`src/rtl/timer_capture_collector.sv`:
```
// timer_capture_collector
// Collects per-interface timer captures into one stream. Each interface has a
// one-entry hold register with a pending flag. A round-robin arbiter moves at
// most one pending capture per cycle into a first-word fall-through FIFO. The
// FIFO drains as {interface index, captured value} over a valid/ready handshake.
// A capture that replaces a hold value before that value was queued sets a
// sticky per-interface overrun flag.

module timer_capture_collector #(
  parameter int TIMER_BITWIDTH = 32,
  parameter int NB_INTERFACES  = 10,
  parameter int FIFO_DEPTH     = 8,
  localparam int IDX_W         = (NB_INTERFACES > 1) ? $clog2(NB_INTERFACES) : 1,
  localparam int PTR_W         = (FIFO_DEPTH > 1) ? $clog2(FIFO_DEPTH) : 1,
  localparam int LVL_W         = PTR_W + 1
) (
  input  logic                                    clk,
  input  logic                                    rst,
  input  logic [NB_INTERFACES-1:0]                cap_strobe,
  input  logic [TIMER_BITWIDTH*NB_INTERFACES-1:0] captured,
  input  logic [NB_INTERFACES-1:0]                ovr_clr,
  output logic                                    out_valid,
  input  logic                                    out_ready,
  output logic [IDX_W-1:0]                        out_idx,
  output logic [TIMER_BITWIDTH-1:0]               out_value,
  output logic [LVL_W-1:0]                        fifo_level,
  output logic                                    fifo_full,
  output logic [NB_INTERFACES-1:0]                overrun
);

  localparam int ENTRY_W = IDX_W + TIMER_BITWIDTH;
  localparam logic [LVL_W-1:0] LVL_MAX  = LVL_W'(FIFO_DEPTH);
  localparam logic [IDX_W-1:0] IDX_LAST = IDX_W'(NB_INTERFACES - 1);

  // Capture stage state
  logic [NB_INTERFACES-1:0]  pend;
  logic [TIMER_BITWIDTH-1:0] hold [NB_INTERFACES];

  // Arbiter state and decision
  logic [IDX_W-1:0]          rr_ptr;
  logic                      grant_vld;
  logic [IDX_W-1:0]          grant_idx;
  logic [NB_INTERFACES-1:0]  grant_oh;
  logic [TIMER_BITWIDTH-1:0] grant_data;
  logic                      fifo_space;

  // FIFO state
  logic [ENTRY_W-1:0]        mem [FIFO_DEPTH];
  logic [PTR_W-1:0]          wr_ptr;
  logic [PTR_W-1:0]          rd_ptr;
  logic [ENTRY_W-1:0]        head;
  logic                      push;
  logic                      pop;

  // Space is judged on the pre-pop level: a same-cycle pop never makes room.
  assign fifo_space = (fifo_level < LVL_MAX);
  assign fifo_full  = (fifo_level == LVL_MAX);

  // Round-robin pick: first pending index at or above rr_ptr, otherwise the
  // first pending index below it (wrap-around search).
  always_comb begin
    logic found_hi;
    logic found_lo;
    logic [IDX_W-1:0] idx_hi;
    logic [IDX_W-1:0] idx_lo;
    found_hi = 1'b0;
    found_lo = 1'b0;
    idx_hi   = '0;
    idx_lo   = '0;
    for (int i = 0; i < NB_INTERFACES; i++) begin
      if (pend[i]) begin
        if (IDX_W'(i) >= rr_ptr) begin
          if (!found_hi) begin
            found_hi = 1'b1;
            idx_hi   = IDX_W'(i);
          end
        end else begin
          if (!found_lo) begin
            found_lo = 1'b1;
            idx_lo   = IDX_W'(i);
          end
        end
      end
    end
    grant_vld = fifo_space && (found_hi || found_lo);
    grant_idx = found_hi ? idx_hi : idx_lo;
  end

  // Decode the grant to a one-hot vector and select the hold value to queue.
  always_comb begin
    grant_oh   = '0;
    grant_data = '0;
    for (int i = 0; i < NB_INTERFACES; i++) begin
      if (grant_vld && (grant_idx == IDX_W'(i))) begin
        grant_oh[i] = 1'b1;
        grant_data  = hold[i];
      end
    end
  end

  // Per-interface hold/pend/overrun update. A strobe on a granted interface
  // is a clean handoff: the old value leaves this cycle, the new one loads.
  always_ff @(posedge clk) begin
    if (rst) begin
      pend    <= '0;
      overrun <= '0;
      for (int i = 0; i < NB_INTERFACES; i++) begin
        hold[i] <= '0;
      end
    end else begin
      for (int i = 0; i < NB_INTERFACES; i++) begin
        if (cap_strobe[i]) begin
          hold[i] <= captured[i*TIMER_BITWIDTH +: TIMER_BITWIDTH];
          pend[i] <= 1'b1;
        end else if (grant_oh[i]) begin
          pend[i] <= 1'b0;
        end

        // Set wins over clear when both happen in the same cycle.
        if (cap_strobe[i] && pend[i] && !grant_oh[i]) begin
          overrun[i] <= 1'b1;
        end else if (ovr_clr[i]) begin
          overrun[i] <= 1'b0;
        end
      end
    end
  end

  // Round-robin pointer advances past the winner; holds when nothing is granted.
  always_ff @(posedge clk) begin
    if (rst) begin
      rr_ptr <= '0;
    end else if (grant_vld) begin
      rr_ptr <= (grant_idx == IDX_LAST) ? '0 : grant_idx + 1'b1;
    end
  end

  assign push = grant_vld;
  assign pop  = out_valid && out_ready;

  // FIFO storage; contents need no reset because the outputs are gated by level.
  always_ff @(posedge clk) begin
    if (push) begin
      mem[wr_ptr] <= {grant_idx, grant_data};
    end
  end

  // FIFO pointers and occupancy.
  always_ff @(posedge clk) begin
    if (rst) begin
      wr_ptr     <= '0;
      rd_ptr     <= '0;
      fifo_level <= '0;
    end else begin
      if (push) begin
        wr_ptr <= wr_ptr + 1'b1;
      end
      if (pop) begin
        rd_ptr <= rd_ptr + 1'b1;
      end
      case ({push, pop})
        2'b10:   fifo_level <= fifo_level + 1'b1;
        2'b01:   fifo_level <= fifo_level - 1'b1;
        default: fifo_level <= fifo_level;
      endcase
    end
  end

  // Fall-through head; index and value read as zero when the FIFO is empty.
  always_comb begin
    head      = mem[rd_ptr];
    out_valid = (fifo_level != '0);
    out_idx   = '0;
    out_value = '0;
    if (out_valid) begin
      out_idx   = head[TIMER_BITWIDTH +: IDX_W];
      out_value = head[TIMER_BITWIDTH-1:0];
    end
  end

endmodule

```
`config.mk`:
```
export PLATFORM = sky130hd
export DESIGN_NAME = timer_capture_collector
export DESIGN_NICKNAME = d
export VERILOG_FILES = /design/src/rtl/timer_capture_collector.sv
export SDC_FILE = /design/constraint.sdc
export NUM_CORES = 1
export LEC_CHECK = 0
export CORE_MARGIN = 2
export CORE_UTILIZATION = 55
export CTS_CLUSTER_DIAMETER = 150
export CTS_CLUSTER_SIZE = 25
export DETAILED_ROUTE_END_ITERATION = 10
export PLACE_DENSITY = 0.8
export SYNTH_ARGS = -nofsm -noshare
export SYNTH_HDL_FRONTEND = slang
export SYNTH_SLANG_ARGS = --single-unit
```
`constraint.sdc`:
```
create_clock -name clk -period 7.7 [get_ports clk]
set_clock_uncertainty 0.1 [all_clocks]
set_input_delay 2.31 -clock clk [delete_from_list [all_inputs] [get_ports clk]]
set_output_delay 2.31 -clock clk [all_outputs]
set_load 0.005 [all_outputs]
```
==> results of run 1 <==
[worst reg2reg max path, stage by stage, from the launching register on]
cell and delay, ps:
dfxtp_1 730, a21boi_0 300, o21a_1 280, a2111oi_1 560, o32a_1 300, nand2_2 330
clkinv_2 630, buf_4 600, and3_1 270, nor4b_1 60, o31ai_1 1080
[stage by stage]
stage	util, %	setup slack (ps)	area, um^2
after floorplan	-	1450	27800
after global placement	64.8	2520	32400
after detailed placement	64.8	2280	32400
after CTS	66.5	1720	33200
after global routing	66.5	1680	33200
final	66.5	1770	33200
[flip-flops by register name, indices dropped and copies added, names as in the netlist, named ones only]
| register | count |
|---|---|
| wr_ptr | 3 |
| mem | 288 |
| hold | 320 |
| fifo_level | 4 |
| rr_ptr | 4 |
| overrun | 10 |
| rd_ptr | 3 |
| pend | 10 |
[metal layers]
| metal | part of all wire, % | vias to the layer above | track usage (%) |
|---|---|---|---|
| met5 | 0.070 | - | 0 |
| met4 | 4.8 | 8 | 12.6 |
| met3 | 9.7 | 169 | 5.28 |
| met2 | 47 | 1080 | 49.4 |
| met1 | 39 | 8992 | 43.3 |
| li1 | - | 7779 | - |
[placed cells by master, fill, tap and decap left out, types with 4 or more instances in the layout]
| cell type | n |
|---|---|
| clkdlybuf4s50_1 | 393 |
| a221oi_1 | 5 |
| o22ai_1 | 46 |
| and2_1 | 324 |
| a32o_2 | 15 |
| o21ai_0 | 51 |
| nand3_1 | 35 |
| mux4_2 | 72 |
| a32oi_1 | 11 |
| o31ai_1 | 7 |
| nor4b_1 | 6 |
| dfxtp_1 | 34 |
| mux2_2 | 23 |
| clkbuf_16 | 29 |
| a21o_1 | 23 |
| xor2_1 | 4 |
| xnor2_1 | 4 |
| a211oi_1 | 24 |
| nor2_1 | 82 |
| clkbuf_1 | 23 |
| inv_1 | 22 |
| a31oi_1 | 6 |
| and3_1 | 10 |
| or2_2 | 11 |
| o211ai_1 | 9 |
| a32o_1 | 11 |
| nor2b_2 | 8 |
| o21ai_1 | 22 |
| nand2_1 | 41 |
| edfxtp_1 | 608 |
| a22oi_1 | 8 |
| o221ai_1 | 6 |
| o21a_1 | 10 |
| nor2b_1 | 7 |
| buf_4 | 41 |
| ha_1 | 5 |
| a21oi_1 | 74 |
| mux2i_1 | 45 |
[layout make-up]
type	instances	area (um^2)
repair buffers	436	4250
diodes	1	2.50
multi-input cells	1069	8210
flip-flops and latches	645	19000
clock buffers	52	812
fillers	3503	16700
clock inverters	2	26.3
inverters	24	91.3
well taps	672	841
[path summary, 6_finish.rpt]
check                          startpoint                       to  slack (ps)  cells past startpoint
setup / recovery                flip-flop             out_value[7]        1770                      5
hold / removal    overrun[7]$_SDFFE_PP0P_  overrun[7]$_SDFFE_PP0P_         410                      2
setup reg to reg   rr_ptr[1]$_SDFFE_PP0P_     mem[5][18]$_DFFE_PP_        2080                     10
hold reg to reg   overrun[7]$_SDFFE_PP0P_  overrun[7]$_SDFFE_PP0P_         410                      2
[synth_stat cells (15+ instances only)]
cell	n	area, um^2
a21oi_1	74	370
nor2b_1	15	93.8
buf_2	18	90.1
a21o_1	23	173
nand3_1	35	175
a32o_2	15	169
nand2_1	41	154
edfxtp_1	608	18300
a211oi_1	25	188
dfxtp_1	37	741
mux4_2	72	1620
o22ai_1	46	288
o21ai_1	22	110
mux2i_1	45	450
nor2_1	83	312
inv_1	22	82.6
clkbuf_1	85	319
and2_1	324	2030
o21ai_0	52	260
mux2_2	23	259
[power by group]
| part | internal (mW) | switching, mW | total [mW] |
|---|---|---|---|
| clock | 0.726 | 1.05 | 1.78 |
| combinational | 1.66 | 2.83 | 4.49 |
| sequential | 5.05 | 0.292 | 5.34 |
[logic make-up after synthesis]
kind of cell,synth area share (%)
simple gates,11.4
buf+inv,2.39
fa+ha+maj,0.297
flops,68.4
mux,8.39
compound gates,8.89
xor+xnor,0.252
==> flow_metrics.env, run 1 <==
export IMPL_outcome="finished, final reports clean"
export IMPL_worstSkewPairLatency_ps=640
export IMPL_post_cts_setup_buffers=0
export IMPL_drive_gt1_share_pct=10.6
export IMPL_fin_crit_sh_pct=77.1
export IMPL_grt_pass1_vias=17600
export IMPL_cts_tree="done"
export IMPL_maxCapViolCount=0
export IMPL_die_area_um2=52300
export IMPL_slew_headroom_pct=10.2
export IMPL_drc=0
export IMPL_max_stage_delay_ps=1070
export IMPL_netlist_area_um2=27800
export IMPL_syn_inst=1865
export IMPL_syn_num_nets=2214
export IMPL_gp_congestion=0.959
export IMPL_ios=395
export IMPL_crit_slowest_cell="dfxtp_2"
export IMPL_cts_buffers=29
export IMPL_cp_arrival_ps=3520
export IMPL_whs_ps=408
export IMPL_cp_cell_sequence="buf_4 -> mux4_2 -> mux2i_1 -> nor2_1 -> clkdlybuf4s50_1"
export IMPL_grt_pass1_wl_um=119000
export IMPL_area_growth_pct=19.6
export IMPL_async_flop_share_pct=0
export IMPL_setup_tns_ps=0
export IMPL_vias=18000
export IMPL_start_util_pct=55.6
export IMPL_p_leak_nw=11.6
export IMPL_cts_repair_resized=0
export IMPL_critPathMaxFanout=43
export IMPL_antenna_found_initial=8
export IMPL_finalWorstPathRequiredPeriod_ps=5930
export IMPL_final_max_slew_viol_count=0
export IMPL_rsz0062_at_grt="false"
export IMPL_chipHeight_um=229
export IMPL_clockBufferDepth=3
export IMPL_ys_warn_count=0
export IMPL_hold_viol_final=0
export IMPL_fmax_mhz=169
export IMPL_clk_pin_slew_ps=110
export IMPL_finalWirelength_um=82600
export IMPL_hold_class="reg2reg"
export IMPL_grt_usage_pct=31.1
export IMPL_ys_ff_latch=645
export IMPL_hpwl_um=58000
export IMPL_worst_path_dominant_cell_family="buffers and inverters"
export IMPL_htree_num_levels=1
export IMPL_avgSynthCellArea_um2=14.9
export IMPL_clock_sinks=645
export IMPL_stdcell_count=2901
export IMPL_hold_buffers=0
export IMPL_grt_max_degree=56
export IMPL_ys_seq_area_share_pct=68.4
export IMPL_power_density_nw_per_um2=349
export IMPL_yosysUniqueCellTypes=78
export IMPL_setup_viol=0
export IMPL_yosys_most_used_dff="edfxtp_1"
export IMPL_cp_required_ps=5290
export IMPL_synth_edf_count=608
export IMPL_overflow=0
export IMPL_cp_end_kind="output pin"
export IMPL_wl_per_cell_um=28.5
export IMPL_num_nets_final=2554
export IMPL_via_per_inst=6.21
export IMPL_firstDrtPassIters=6
export IMPL_rows=82
export IMPL_crit_buf_inv=2
export IMPL_tightest_slew_ps=1340
export IMPL_portBuffers=394
export IMPL_critPathKind="reg2out"
export IMPL_power_mw=11.6
export IMPL_final_antenna_net_count=0
export IMPL_cts_root_buf="clkbuf_16"
export IMPL_start_kind="flip-flop"
export IMPL_design_core_area_um2=50000
export IMPL_placed_cells=2845
export IMPL_fp_dieW_um=229
export IMPL_drt_iter0_markers=2092
export IMPL_peakVddDrop_v=0.000189
Power figures use the tool's default switching activity.
==> run 2, diff against run 1 <==
Settings changed: CORE_UTILIZATION 55 to 50, PLACE_DENSITY 0.8 to 0.77.
Clock period 7.7 ns to 5.03 ns, I/O delays scaled along.
==> run 2 against run 1 <==
Effect of this change: core utilization is 5.7 points lower; wire length shrank 3.5%; largest power group unchanged; setup slack got worse by 1400 ps; cell count is 2.8% higher; highest routed layer unchanged; critical endpoint is now mem[5][7]$_DFFE_PP_.
==> flow_metrics.env, run 2 (same netlist as run 1, synthesis figures left out) <==
export IMPL_outcome="finished, final reports clean"
export IMPL_cp_arrival_ps=4880
export IMPL_grt_pass1_wl_um=114000
export IMPL_drt_iter0_markers=1987
export IMPL_r2r_start="rr_ptr[1]$_SDFFE_PP0P_"
export IMPL_grt_busiest_layer="met2"
export IMPL_worstSkewPairLatency_ps=630
export IMPL_layout_common_cells="edfxtp_1 (608), clkdlybuf4s50_1 (393), and2_1 (324)"
export IMPL_rows=86
export IMPL_use_met3_pct=4.29
export IMPL_via_per_inst=5.96
export IMPL_finalWirelength_um=79700
export IMPL_whs_ps=406
export IMPL_grt_usage_pct=27.6
export IMPL_p_leak_nw=11.6
export IMPL_critPathMaxFanout=31
export IMPL_largest_reg_flops=320
export IMPL_start_util_pct=50.5
export IMPL_grt_pass1_vias=17400
export IMPL_use_met2_pct=45.1
export IMPL_cp_end_kind="flip-flop"
export IMPL_met1_usage_pct=38.7
export IMPL_clockBufferDepth=3
export IMPL_wl_per_cell_um=26.7
export IMPL_power_mw=17.6
export IMPL_fmax_mhz=214
export IMPL_finalWorstPathRequiredPeriod_ps=4680
export IMPL_firstDrtPassIters=5
export IMPL_final_common_cell="edfxtp_1"
export IMPL_clk_pin_slew_ps=90
export IMPL_start_kind="flip-flop"
export IMPL_setup_tns_ps=0
export IMPL_drc=0
export IMPL_rrSetupSlack_ps=350
export IMPL_vias=17800
export IMPL_hpwl_um=57700
export IMPL_area_growth_pct=20.4
export IMPL_htree_num_levels=1
export IMPL_design_core_area_um2=55000
export IMPL_setup_slack_ps=349
export IMPL_dp_slack_ps=466
export IMPL_cts_buffers=29
export IMPL_grt_max_degree=45
export IMPL_final_antenna_net_count=0
export IMPL_hold_buffers=0
export IMPL_ios=395
export IMPL_power_density_nw_per_um2=527
export IMPL_rsz0062_at_grt="false"
export IMPL_ff2ff_path_depth=10
export IMPL_min_delay_path_depth=2
export IMPL_cts_repair_resized=0
export IMPL_endpoint="mem[5][7]$_DFFE_PP_"
export IMPL_overflow=0
export IMPL_crit_start="rr_ptr[1]$_SDFFE_PP0P_"
export IMPL_top_register="hold"
export IMPL_setup_viol=0
export IMPL_maxCapViolCount=0
export IMPL_final_max_slew_viol_count=0
export IMPL_post_cts_setup_buffers=0
export IMPL_slew_headroom_pct=26.2
export IMPL_gp_congestion=0.963
export IMPL_drive_gt1_share_pct=11.4
export IMPL_chipHeight_um=240
export IMPL_n_fill_cell=4140
export IMPL_clock_sinks=645
export IMPL_largest_registers="hold: 320 flops, mem: 288 flops"
export IMPL_die_area_um2=57500
export IMPL_tightest_slew_ps=1100
export IMPL_cts_root_buf="clkbuf_16"
export IMPL_cts_tree="done"
export IMPL_portBuffers=394
export IMPL_peakVddDrop_v=0.000411
export IMPL_hold_viol_final=0
export IMPL_critPathKind="reg2reg"
export IMPL_r2r_end="mem[5][7]$_DFFE_PP_"
export IMPL_fin_crit_sh_pct=93.1
export IMPL_num_nets_final=2571
export IMPL_antenna_found_initial=8
export IMPL_hold_class="reg2reg"
export IMPL_fp_dieW_um=240
export IMPL_cp_required_ps=5220
run 2: cell count changes in the layout (fill, tap and decap cells not counted), sizes merged:
cell,delta
buf,+18
clkbuf,-14
run 2: metal layers:
metal  wire [um]  vias to the layer above
met1       31900                     8903
li1            -                     7806
met5          50                        -
met2       38600                      946
met3        6910                      110
met4        2230                        8
run 2: worst min path at each step:
| stage | to | from |
|---|---|---|
| 2_1_floorplan | overrun[0]$_SDFFE_PP0P_ | overrun[0]$_SDFFE_PP0P_ |
| 3_3_place_gp | overrun[6]$_SDFFE_PP0P_ | overrun[6]$_SDFFE_PP0P_ |
| 3_5_place_dp | overrun[8]$_SDFFE_PP0P_ | overrun[8]$_SDFFE_PP0P_ |
| 4_1_cts | overrun[8]$_SDFFE_PP0P_ | overrun[8]$_SDFFE_PP0P_ |
| 5_1_grt | overrun[4]$_SDFFE_PP0P_ | overrun[4]$_SDFFE_PP0P_ |
| 6_report | overrun[4]$_SDFFE_PP0P_ | overrun[4]$_SDFFE_PP0P_ |
run 2: area by class of cell:
class                      instances  area, um^2  area share [%]
sequential                       645       19000            56.8
inverter                          24        91.3           0.273
tap                              748         936            2.80
timing repair buffer             453        4390            13.1
clock inverter                     2        15.0          0.0449
multi-input combinational       1069        8240            24.6
clock buffer                      39         763            2.28
antenna                            1        2.50         0.00748
run 2: stage by stage:
| stage | utilization, % | area, um^2 | cells |
|---|---|---|---|
| 6_report | 60.8 | 33500 | 2981 |
| 5_1_grt | 60.8 | 33500 | 2981 |
| 4_1_cts | 60.8 | 33400 | 2980 |
| 3_5_place_dp | 59.4 | 32700 | 2939 |
| 3_3_place_gp | 59.4 | 32700 | 2939 |
| 2_1_floorplan | - | 27800 | 1865 |
run 2: worst max-delay path: stages (launching register included):
cell and delay [ps]:
dfxtp_1 700, a21boi_0 290, o21a_1 280, a2111oi_1 570
o32a_1 300, nand2_2 80, clkinv_2 320, buf_4 460
nor2_1 180, a32o_1 300, o31ai_1 760
run 2: where the power goes:
part	internal, mW	switching (mW)	leakage, nW
registers	7.73	0.398	6.43
clock network	1.07	1.56	0.378
logic	2.62	4.25	4.84
